[src/rtl/bus_scheduler.sv]
`default_nettype none
// ============================================================================
// bus_scheduler : time-sliced FCFS arbiter sharing the system bus among IDs 1..7
// Rev 1.0
// ============================================================================
module bus_scheduler #(
  parameter int unsigned QUANTUM = 8
) (
  input  logic       clk,
  input  logic       rst_n,
  input  logic [7:1] req,
  output logic [7:1] grt,
  output logic [2:0] owner,
  output logic       busy,
  output logic       preempt,
  output logic [2:0] qcount
);

  typedef enum logic [1:0] {
    ST_IDLE  = 2'd0,
    ST_GRANT = 2'd1,
    ST_GAP   = 2'd2
  } state_t;

  localparam logic [3:0] QRELOAD = 4'(QUANTUM - 1);

  state_t     state_q, state_d;
  logic [2:0] owner_q, owner_d;
  logic [7:1] grt_q, grt_d;
  logic [3:0] cnt_q, cnt_d;
  logic       preempt_q, preempt_d;
  logic [2:0] count_q, count_d;
  logic [2:0] queue_q [7];
  logic [2:0] queue_d [7];

  logic [7:0] req_ext;
  logic [2:0] kept [7];
  logic [3:0] kept_n;
  logic [2:0] shifted [7];
  logic [3:0] new_n;
  logic       is_q;
  logic       do_grant;
  logic       do_preempt;

  assign req_ext = {req, 1'b0};

  // Drop every queued ID whose request has fallen, keeping arrival order.
  always_comb begin
    kept   = '{default: 3'd0};
    kept_n = 4'd0;
    for (int i = 0; i < 7; i++) begin
      if (3'(i) < count_q && req_ext[queue_q[i]]) begin
        kept[kept_n[2:0]] = queue_q[i];
        kept_n            = kept_n + 4'd1;
      end
    end
  end

  always_comb begin
    state_d    = state_q;
    owner_d    = owner_q;
    cnt_d      = cnt_q;
    preempt_d  = 1'b0;
    do_grant   = 1'b0;
    do_preempt = 1'b0;
    case (state_q)
      ST_GRANT: begin
        if (!req_ext[owner_q]) begin
          owner_d = 3'd0;
          state_d = ST_GAP;
        end else if (cnt_q == 4'd0) begin
          if (kept_n != 4'd0) begin
            do_preempt = 1'b1;
            preempt_d  = 1'b1;
            owner_d    = 3'd0;
            state_d    = ST_GAP;
          end else begin
            cnt_d = QRELOAD;
          end
        end else begin
          cnt_d = cnt_q - 4'd1;
        end
      end
      default: begin
        // IDLE and GAP both hand the bus to the head of the queue
        if (kept_n != 4'd0) begin
          do_grant = 1'b1;
          owner_d  = kept[0];
          cnt_d    = QRELOAD;
          state_d  = ST_GRANT;
        end else begin
          state_d = ST_IDLE;
        end
      end
    endcase
    grt_d = '0;
    for (int i = 1; i < 8; i++) begin
      if (owner_d == 3'(i)) grt_d[i] = 1'b1;
    end
  end

  always_comb begin
    for (int i = 0; i < 6; i++) begin
      shifted[i] = do_grant ? kept[i+1] : kept[i];
    end
    shifted[6] = do_grant ? 3'd0 : kept[6];
    new_n      = kept_n - {3'd0, do_grant};
    queue_d    = shifted;
    if (do_preempt && new_n < 4'd7) begin
      queue_d[new_n[2:0]] = owner_q;
      new_n               = new_n + 4'd1;
    end
    // New arrivals join the tail in ascending ID order.
    for (int id = 1; id < 8; id++) begin
      is_q = 1'b0;
      for (int i = 0; i < 7; i++) begin
        if (3'(i) < count_q && queue_q[i] == 3'(id)) is_q = 1'b1;
      end
      if (req_ext[id] && !is_q && owner_q != 3'(id) && new_n < 4'd7) begin
        queue_d[new_n[2:0]] = 3'(id);
        new_n               = new_n + 4'd1;
      end
    end
    count_d = new_n[2:0];
  end

  always_ff @(posedge clk or negedge rst_n) begin
    if (!rst_n) begin
      state_q   <= ST_IDLE;
      owner_q   <= 3'd0;
      grt_q     <= '0;
      cnt_q     <= 4'd0;
      preempt_q <= 1'b0;
      count_q   <= 3'd0;
      for (int i = 0; i < 7; i++) queue_q[i] <= 3'd0;
    end else begin
      state_q   <= state_d;
      owner_q   <= owner_d;
      grt_q     <= grt_d;
      cnt_q     <= cnt_d;
      preempt_q <= preempt_d;
      count_q   <= count_d;
      queue_q   <= queue_d;
    end
  end

  assign grt     = grt_q;
  assign owner   = owner_q;
  assign busy    = (state_q == ST_GRANT);
  assign preempt = preempt_q;
  assign qcount  = count_q;

endmodule
`default_nettype wire

[config.mk]
export PLATFORM = sky130hd
export DESIGN_NAME = bus_scheduler
export DESIGN_NICKNAME = d
export VERILOG_FILES = /design/src/rtl/bus_scheduler.sv
export SDC_FILE = /design/constraint.sdc
export NUM_CORES = 1
export LEC_CHECK = 0
export BUFFER_PORTS_ARGS = -buffer_cell sky130_fd_sc_hd__buf_2
export CAP_MARGIN = 10
export CELL_PAD_IN_SITES_DETAIL_PLACEMENT = 0
export CELL_PAD_IN_SITES_GLOBAL_PLACEMENT = 2
export CORE_MARGIN = 3
export CORE_UTILIZATION = 41
export CTS_CLUSTER_SIZE = 16
export DETAILED_ROUTE_END_ITERATION = 10
export GPL_TIMING_DRIVEN = 0
export MAX_ROUTING_LAYER = met4
export PLACE_DENSITY_LB_ADDON = 0.1
export SYNTH_ARGS = -nofsm -noshare
export SYNTH_HDL_FRONTEND = slang
export SYNTH_SLANG_ARGS = --single-unit
[constraint.sdc]
create_clock -name clk -period 32.2 [get_ports clk]
set_input_delay 1.61 -clock clk [delete_from_list [all_inputs] [get_ports clk]]
set_output_delay 1.61 -clock clk [all_outputs]
set_load 0.05 [all_outputs]
Word-level counts from Yosys, hierarchy flattened
Cells that the tools add are included.

Bits in registers: 41. Bits of input ports: 9. Output and inout port bits: 15. Logic and storage cells: 449.

Add/subtract/negate cells: 16. Order comparisons: 51. Eq/ne operators: 68. Muxes and demuxes: 164. Bitwise gates (word level): 33. Reductions and logical operators: 104.

Operators by type and width (count): $mux W21 (14); $bwmux W21 (7); $demux W3 S3 (14); $eq A3 B3 Y1 const B (32); $logic_and A1 B1 Y1 (92); $mux W3 (28); $mux W4 (18); $mux W1 (71); $ge A4 B4 Y1 const B (14); $lt A4 B1 Y1 const B (14); $not A3 Y4 (14); $add A4 B1 Y4 const B (13); $eq A3 B2 Y1 const B (16); $and A14 B14 Y14 (3); $not A14 Y14 (3); $or A14 B14 Y14 (3); $lt A3 B4 Y1 const B (8); $lt A4 B3 Y1 const B (8); $bmux W1 S3 (8); $eq A3 B1 Y1 const B (8); $and A7 B7 Y7 (3); $not A7 Y7 (3); $or A21 B21 Y21 (1); $or A7 B7 Y7 (3); 18 further kinds (38).

Logic depth before layout (Yosys ltp)
Word-level depth: 48. Mapped depth: 79. Mapped depth without buffers: 74.

Worst setup path after synthesis
No wires, ideal clock.

Kind: input-to-reg. From: in req[2] (netlist bit). To: reg queue_q[3] (netlist bit). Arrival time: 16.479 ns. Path slack: 15.595 ns. Stages: 77. Path buffers: 7. Cells stage by stage: clkbuf_4 > mux2_2 > nand2_1 > o21ai_0 > mux2i_1 > nor2_1 > inv_1 > fa_1 > inv_1 > ha_1 > nor3_1 > a21oi_2 > ha_1 > nand3_1 > nand2_1 > ha_1 > nor4_1 > a21oi_1 > [... 41 more ...] > nor3_2 > mux2i_2 > inv_2 > ha_1 > inv_1 > a21oi_1 > nor3_1 > nand2_2 > mux2i_2 > inv_2 > ha_1 > inv_1 > o21ai_0 > or4b_1 > buf_4 > nor2_2 > nand2_1 > a221o_1.

RTL lines: start: declaration (line 11) `input logic [7:1] req,`; end signal: assignment (line 143) `queue_q <= queue_d;`; end: declaration (line 33) `logic [2:0] queue_q [7];`.

Worst setup path in the final report
From: in req[3] (netlist bit). To: reg count_q[1] (netlist: qcount[1]).

Cells in the longest elaborated chain, start to end: 44. Elaborated cells between the ends (all ways): 77. Those cells by class: add/sub (15); order compare (8); mux (36); reduce/logical (18).

Ends and longest elaborated chain: $bmux W1 S3 (line 52) `if (3'(i) < count_q && req_ext[queue_q[i]]) begin`; $mux W1 (implied by the code) (line 52); $logic_and A1 B1 Y1 (line 52); $mux W1 (line 52); $add A4 B1 Y4 (line 54) `kept_n = kept_n + 4'd1;`; $mux W4 (line 52); $add A4 B1 Y4 (line 54); $mux W4 (line 52); [... 11 more ...]; named net do_grant (line 42) `logic do_grant;`; [... 18 more ...]; $mux W4 * (line 119) `if (req_ext[id] && !is_q && owner_q != 3'(id) && new_n < 4'd7) begin`; $lt A4 B3 Y1 (line 119); $logic_and A1 B1 Y1 (line 119); $mux W4 * (line 119); $lt A4 B3 Y1 (line 119); $logic_and A1 B1 Y1 (line 119); $mux W3 * (line 119); named net new_n[1] (line 40) `logic [3:0] new_n;`; end signal: assignment (line 142) `count_q <= count_d;`; end: declaration (line 32) `logic [2:0] count_q, count_d;`.

Mark *: on every way through the listed nets, which the timed path passes. The rest lies on a longest branch. The select of a mux whose other input is x is not followed. A chain may end at the register's enable or synchronous reset.

==> metrics <==
status finished, final reports clean; Max Clk Rate slightly above 50 MHz; n_diodes 0; wire length per cell ~20 um; Worst Path Buf+Inv 18; Yosys top cell area share between 10% and 20%; Final min period ~19 ns; via count roughly 7,400; vias in the first global route a little under 7,000; Chip Height 136.1 um; hold_buf cts 0; DR vias/cell just over 6; Setup violations, final 0; fin. max-slew vios 0; top post-synthesis cells by count 124 x nand2_1, 105 x nor2_1, 58 x o21ai_0; Hold Crit Class flip-flop to flip-flop; clock buffer count from CTS 5; DR iter-0 viols roughly 630; Worst slew margin around two fifths; Syn Inst Count 968; Worst Path Required around 32 ns; Final #Nets a little over 1,000; final period utilization 60.29%; Antenna Violating Nets Remaining 0; Crit path top cell by count ha_1; Synth Flop Type dfrtp_1; Sink Count between 40 and 50; RePlAce Congestion 0.9454; final wirelength between 20 and 25 mm; post-synthesis cell type count 114; DRC 0; layout cell share with drive strength beyond 1 13.94%; Setup Skew 0.007074 ns; area of the mapped netlist slightly below 0.007 mm^2; site row count 46; Initial Util between 40% and 50%; MaxCap Viol Count 0; # fillers around 1,700; num ports 24; Core Footprint ~0.016 mm^2; router iterations before antenna repair 5; CTS Buffer Depth 2; Final HPWL DP between 20 and 25 mm; Setup crit end kind flip-flop; worst-path maximum fanout 10; largest net degree at the start of global routing 42; Total Routing Usage GR between 20% and 30%; Data arrival, critical path a little under 20 ns; Die ar. 0.01851 mm^2; post-layout instance area about 0.0075 mm^2; placed cell areas 0.007310 mm^2; Setup Total Neg Slack 0 ns; Final Worst Setup Slack 12.79 ns; Post-CTS Resized 0; CP max stage delay 0.73 ns; clock root cell clkbuf_16; clk slew on worst S/H paths approximately 0.060 ns; Die Wd about 140 um; Slew @ Worst Pin approximately 0.9 ns; CTS tree built; Syn. warnings 0; initial antenna violation count 0; final hold viol count 0; cell taking the most area after synthesis dfrtp_1; Layout area overhead 7.885%; crit path launch type input port; post-synthesis sequential area ratio between 10 and 15%; fraction of registers with async set/reset 100.0%; delay-heaviest family, CP simple AND/OR/NAND/NOR gates; Post-synth EDFFs 0; first-pass GRT wire length around 38 mm; Slowest-stage cell, CP fa_1; setup slack at placement roughly 13 ns; PortBufs 21; worst skew pair latency approximately 0.29 ns; count leader, synth nand2_1; post-synthesis area per instance a little over 7 um^2; postcts setup bufs 0; Yosys reg bits 41; RSZ-0062 raised after global routing no; syn nets 994; gr ovfl total 0; H-tree levels 2; synth top area cells dfrtp_1 15%, nand2_1 6.7%, nor2_1 5.7%; WS Path Type input port to flip-flop
[cell type report]
type                       count  area (um^2)  share of cell area (%)
buffer                        49        245.2                   3.278
timing repair buffer          21        105.1                   1.405
clock inverter                 3        46.29                  0.6188
sequential                    41         1026                   13.71
clock buffer                   5        125.1                   1.673
tap                          216        270.3                   3.613
multi-input combinational    834         5498                   73.49
inverter                      44        165.2                   2.208
[flip-flops by register name, summed over array words and instances, names as in the netlist]
name / flops
qcount: 3
preempt: 1
state_q: 2
cnt_q: 4
owner: 3
grt: 7
queue_q: 21
[kinds of logic after synthesis]
kind of cell,Yosys count,share of synthesized area [%]
AND/OR/NAND/NOR,467,34.77
AO/OA/AOI/OAI,276,28.44
buffers and inverters,93,5.918
multiplexers,57,9.744
flip-flops,41,14.80
XOR/XNOR,17,3.158
adder cells (fa/ha/maj),17,3.176
[placed cells by master, fill, tap and decap left out, drive strengths merged, types with 30 or more instances in the layout]
cell type,instances
buf,42
mux2i,30
o21ai,64
dfrtp,41
nand2,126
clkbuf,33
nor3,39
nand3,53
nor2,111
inv,44
a21oi,63
[path summary, 6_finish.rpt]
| check | from | end | slack (ns) | depth (start not counted) |
|---|---|---|---|---|
| worst max-delay path | req[3] | qcount[1]$_DFF_PN0_ | 12.79 | 76 |
| worst min-delay path | cnt_q[3]$_DFFE_PN0P_ | cnt_q[3]$_DFFE_PN0P_ | 0.48 | 1 |
| worst max register to register | queue_q[18]$_DFF_PN0_ | qcount[1]$_DFF_PN0_ | 13.56 | 76 |
| worst min register to register | cnt_q[3]$_DFFE_PN0P_ | cnt_q[3]$_DFFE_PN0P_ | 0.48 | 1 |
| max in group asynchronous | rst_n | qcount[1]$_DFF_PN0_ | 30.18 | 1 |
| min in group asynchronous | rst_n | grt[6]$_DFF_PN0_ | 1.45 | 1 |
[worst reg2reg max path, delay by kind of cell (launching register included)]
kind / cells / cell delay (ns)
AO/OA/AOI/OAI: 17 / 3.51
XOR/XNOR: 3 / 0.90
adder cells (fa/ha/maj): 13 / 3.85
buffers and inverters: 18 / 3.69
flip-flops: 1 / 0.34
multiplexers: 5 / 1.44
AND/OR/NAND/NOR: 20 / 4.78
[stage by stage]
step | hold slack, ns | std cells | utilization (%)
final | 0.4800 | 1213 | 46.09
after detailed placement | 0.4714 | 1205 | 45.04
after floorplan | 0.4476 | 968 | -
after CTS | 0.4821 | 1213 | 46.09
after global placement | 0.4813 | 1205 | 45.04
after global routing | 0.5015 | 1213 | 46.09
[per-layer routing]
layer	up-vias	part of all wire (%)	GRT usage (%)
met1	3438	47	37.36
met5	-	0	-
met3	42	4.2	1.962
li1	3676	-	-
met2	235	46	42.71
met4	0	2.9	8.847
Power is not shown: default switching activity piles up to over one toggle a cycle in this logic, so the estimate is an artifact.
